<file path="src/rtl/freq_period_meter.sv">
// Period / high-time meter for slow periodic inputs sampled in the clk domain.
// Reports rise-to-rise and rise-to-fall spacing, lock on stable period, stall timeout.
module freq_period_meter #(
    parameter int CNT_W       = 16,
    parameter int SYNC_STAGES = 2,
    parameter int LOCK_CNT    = 4
) (
    input  logic             clk,
    input  logic             rst,
    input  logic             en,
    input  logic             sig_in,
    output logic [CNT_W-1:0] period,
    output logic [CNT_W-1:0] high_time,
    output logic             meas_valid,
    output logic             locked,
    output logic             timeout
);

    typedef enum logic [1:0] {
        IDLE,
        ARM,
        MEASURE
    } state_t;

    localparam int MW = $clog2(LOCK_CNT + 1);
    localparam logic [CNT_W-1:0] CNT_MAX = '1;
    localparam logic [CNT_W-1:0] CNT_ONE = CNT_W'(1);
    localparam logic [MW-1:0] LOCK_N = MW'(LOCK_CNT);
    localparam logic [MW-1:0] M_ONE = MW'(1);

    logic [SYNC_STAGES-1:0] sync_q;
    logic                   hist_q;
    logic                   sync_s;
    logic                   rise_det;
    logic                   fall_det;

    state_t           state_q;
    state_t           state_d;
    logic [CNT_W-1:0] cnt_q;
    logic [CNT_W-1:0] cnt_inc;
    logic [CNT_W-1:0] high_pend_q;
    logic [MW-1:0]    match_q;
    logic [MW-1:0]    match_d;
    logic             tmo_hit;
    logic             meas_evt;

    always_ff @(posedge clk) begin
        if (rst) begin
            sync_q <= '0;
            hist_q <= 1'b0;
        end else begin
            sync_q <= {sync_q[SYNC_STAGES-2:0], sig_in};
            hist_q <= sync_q[SYNC_STAGES-1];
        end
    end

    assign sync_s   = sync_q[SYNC_STAGES-1];
    assign rise_det = sync_s & ~hist_q;
    assign fall_det = ~sync_s & hist_q;

    // Counter value in a cycle equals cycles elapsed since the last rise.
    assign cnt_inc  = (cnt_q == CNT_MAX) ? CNT_MAX : cnt_q + CNT_ONE;
    assign tmo_hit  = (cnt_q == CNT_MAX - CNT_ONE);
    assign meas_evt = en && (state_q == MEASURE) && rise_det;

    always_comb begin
        match_d = M_ONE;
        if (match_q != '0 && cnt_q == period) begin
            match_d = (match_q == LOCK_N) ? LOCK_N : match_q + M_ONE;
        end
    end

    always_comb begin
        state_d = state_q;
        unique case (state_q)
            IDLE: begin
                if (en) state_d = ARM;
            end
            ARM: begin
                if (!en) state_d = IDLE;
                else if (rise_det) state_d = MEASURE;
            end
            MEASURE: begin
                if (!en) state_d = IDLE;
                else if (!rise_det && tmo_hit) state_d = ARM;
            end
            default: state_d = IDLE;
        endcase
    end

    always_ff @(posedge clk) begin
        if (rst) state_q <= IDLE;
        else state_q <= state_d;
    end

    always_ff @(posedge clk) begin
        if (rst) begin
            cnt_q       <= '0;
            high_pend_q <= '0;
            match_q     <= '0;
            period      <= '0;
            high_time   <= '0;
            meas_valid  <= 1'b0;
            locked      <= 1'b0;
            timeout     <= 1'b0;
        end else begin
            meas_valid <= meas_evt;
            if (!en) begin
                cnt_q       <= '0;
                high_pend_q <= '0;
                match_q     <= '0;
                locked      <= 1'b0;
                timeout     <= 1'b0;
            end else begin
                unique case (state_q)
                    IDLE: begin
                        cnt_q       <= '0;
                        high_pend_q <= '0;
                    end
                    ARM: begin
                        if (rise_det) begin
                            cnt_q       <= CNT_ONE;
                            high_pend_q <= '0;
                        end else begin
                            cnt_q <= cnt_inc;
                            if (tmo_hit) begin
                                timeout <= 1'b1;
                                locked  <= 1'b0;
                                match_q <= '0;
                            end
                        end
                    end
                    MEASURE: begin
                        if (rise_det) begin
                            period      <= cnt_q;
                            high_time   <= high_pend_q;
                            high_pend_q <= '0;
                            cnt_q       <= CNT_ONE;
                            timeout     <= 1'b0;
                            match_q     <= match_d;
                            locked      <= (match_d == LOCK_N);
                        end else begin
                            cnt_q <= cnt_inc;
                            if (tmo_hit) begin
                                timeout <= 1'b1;
                                locked  <= 1'b0;
                                match_q <= '0;
                            end else if (fall_det) begin
                                high_pend_q <= cnt_q;
                            end
                        end
                    end
                    default: begin
                        cnt_q <= '0;
                    end
                endcase
            end
        end
    end

endmodule
</file>
<file path="config.mk">
export PLATFORM = sky130hd
export DESIGN_NAME = freq_period_meter
export DESIGN_NICKNAME = d
export VERILOG_FILES = /design/src/rtl/freq_period_meter.sv
export SDC_FILE = /design/constraint.sdc
export NUM_CORES = 1
export LEC_CHECK = 0
export CORE_MARGIN = 2
export CORE_UTILIZATION = 60
export DETAILED_ROUTE_END_ITERATION = 16
export PLACE_DENSITY_LB_ADDON = 0.3
export SYNTH_ARGS = -nofsm -noshare
export SYNTH_HDL_FRONTEND = slang
export SYNTH_SLANG_ARGS = --single-unit
</file>
<file path="constraint.sdc">
create_clock -name clk -period 3.57 [get_ports clk]
set_clock_uncertainty 0.1 [all_clocks]
set_input_delay 0.714 -clock clk [delete_from_list [all_inputs] [get_ports clk]]
set_output_delay 0.714 -clock clk [all_outputs]
set_load 0.01 [all_outputs]
</file>
==> results.cfg <==
[logic_synthesis]
synth_cells = 399
synth_nets = 412
synth_cell_types = 35
avgSynthCellArea_um2 = 8.316
synth_seq_cells = 75
synth_edf_count = 0
yosysWarnings = 0
syn_area_um2 = 3318
yosysSeqAreaShare_pct = 45.25
ys_async_sr_fraction_pct = 0
ys.flop_type = dfxtp_1

[hold_path]
min_path_type = register to register

[routing]
drt_first_pass_iters = 4
viasPerCell = 5.472
post-route-drc-count = 0
wirelength_mm = 7.135
ant_nets = 0
via_count = 2747
drt_iter0_markers = 167
wire_per_inst_um = 14.21

[worst_setup_path]
critPathKind = register to register
crit_required_ns = 3.74
crit_family = compound AO/OA/AOI/OAI gates
start_kind = register
crit_fanout = 16
slowest_delay_ns = 0.63
crit_chain = and4_1 > nand2_1 > o41a_1 > o221ai_4 > mux2i_1
critPathArrivalTime_ns = 2.69
slowest_stage = o221ai_4
end_kind = register
cp_num_buf_inv = 0

[global_routing]
grt_pass1_vias = 2513
grt_max_degree = 38
antenna_found_initial = 0
grt_pass1_wl_mm = 11.92
groute.usage.overall_pct = 25.37
grt.overflow.total = 0

[floorplanning]
die_area_um2 = 6141
die_h_um = 78.37
core_area_um2 = 5439
row_count = 27
initial_core_util_pct = 61.01
die_w_um = 78.37
ioPinCount = 39

[timing]
setup-tns-final_ns = 0
max_freq_mhz = 398.1
hold_violations = 0
holdWs_ns = 0.3401
slew_headroom_pct = 48.52
finalSetupViolCount = 0
worst_slew_pin_slew_ns = 0.7721
final_max_slew_viol_count = 0
fin_crit_ns = 2.512
rsz0062_at_grt = false
finalCritPeriodShare_pct = 70.37

[clock_network]
cts_setup_buffers = 0
clock_sinks = 75
cts_root_buffer = clkbuf_8
cts.clk_slew.worst_paths_ns = 0.08
cts_max_level = 3
postCtsHoldBufs = 0
cts-resized-gates = 0
clock_path_buffers = 2
tritoncts = built
clkLatencyLatePin_ns = 0.35
numCtsBuffers = 9

[cells_and_area]
layout-drive-gt1-share_pct = 5.814
fillCellCount = 448
synthToLayoutAreaGrowth_pct = 17.65
seqCellArea_um2 = 1501
layout.nets = 438
multiInputGateArea_um2 = 1655
antenna-diode-count = 0

[run_status]
status = finished clean

[power_and_ir_drop]
peakVddDrop_uv = 272.6
total_leakage_power_nw = 1.339
power_density_nw_per_um2 = 404.8

[job]
cap_viol_max_count = 0

[placed_design]
portBuffers = 38
hpwl_mm = 4.941
routabilityCongestion = 0.9527
routing by layer:
metal  up-vias  wire length, µm  global-route usage, %  share of wire, %
li1       1382                -                      -                 -
met1      1294             3172                  31.81                44
met2        56             3514                  40.78                49
met3        15              288                  7.816               4.0
met4         0              160                  10.35               2.2
met5         -                0                      0                 0
final cells by class:
class	instances	area share, %
inverter	10	0.9615
timing repair buffer	44	10.90
tap	72	2.308
clock inverter	5	1.603
clock buffer	11	3.365
sequential	75	38.46
multi-input combinational	285	42.40
logic make-up (layout without fill, tap and decap cells):
family,count (synthesis),in the layout,synth area share (%)
compound gates,64,64,11.35
xor+xnor,24,24,6.335
fa+ha+maj,9,9,3.394
buf+inv,39,70,4.864
flops,75,75,45.25
mux,18,18,5.430
simple gates,170,170,23.38
final timing paths:
| check | from | endpoint | slack (ns) | cells after the start |
|---|---|---|---|---|
| hold / removal | sync_q[0] | sync_q[1] | 0.34 | 1 |
| setup reg to reg | cnt_q[6] | high_pend_q[11] | 1.06 | 5 |
| setup / recovery | cnt_q[6] | high_pend_q[11] | 1.06 | 5 |
| hold reg to reg | sync_q[0] | sync_q[1] | 0.34 | 1 |
state kept, by name, summed over array words and instances, names as in the netlist:
name	flops
cnt_q	16
high_pend_q	16
high_time	16
period	16
match_q	3
state_q	2
sync_q	2
hist_q	1
locked	1
meas_valid	1
timeout	1
per-stage QoR:
step	instance area [µm²]	setup WS, ns	util [%]	instances	power, W
6_report	3904	1.058	71.77	502	0.001580
4_1_cts	3904	1.040	71.77	502	0.001592
3_3_place_gp	3710	0.9674	68.21	486	0.0009539
3_5_place_dp	3710	0.9222	68.21	486	0.0009550
2_1_floorplan	3318	1.479	-	399	0.0009426
5_1_grt	3904	0.8841	71.77	502	0.001639
Yosys cell counts, types with 2 or more instances:
master    number  area (µm²)
nand4_1        7       43.79
o21ai_0        3       15.01
clkbuf_1      25       93.84
a211oi_1       2       15.01
dfxtp_1       75        1501
a22o_1         3       26.28
nand2b_1       4       25.02
nand3_1        9       45.04
nor2b_1        5       31.28
nor3_1         6       30.03
a21oi_1       48       240.2
ha_1           9       112.6
or2_2          2       12.51
mux2i_1       18       180.2
xnor2_1       19       166.4
buf_2          3       15.01
and4_1         4       35.03
a31oi_1        3       18.77
and2_1         3       18.77
nand2_1      109       409.1
xor2_1         5       43.79
and3_1         5       31.28
nor2_1        11       41.29
inv_1         10       37.54
placed cells by master, fill, tap and decap left out, drive strengths merged, types with 5 or more instances in the layout:
cell / count
clkdlybuf4s50: 38
buf: 6
nor2b: 5
xnor2: 19
ha: 9
nand4: 8
dfxtp: 75
inv: 11
mux2i: 18
xor2: 5
and3: 6
clkbuf: 11
nor2: 11
nand3: 9
a21oi: 48
nor3: 6
nand2: 109
report_power, final:
group	internal, W	switching [W]	total (W)	leakage, nW
Combinational	0.0000383	0.0000551	0.0000933	0.644
Clock	0.000327	0.000316	0.000643	0.0901
Sequential	0.000839	0.00000391	0.000843	0.605
Total	0.00120	0.000375	0.00158	1.34
Note: power is estimated with default switching activity, not from simulation.
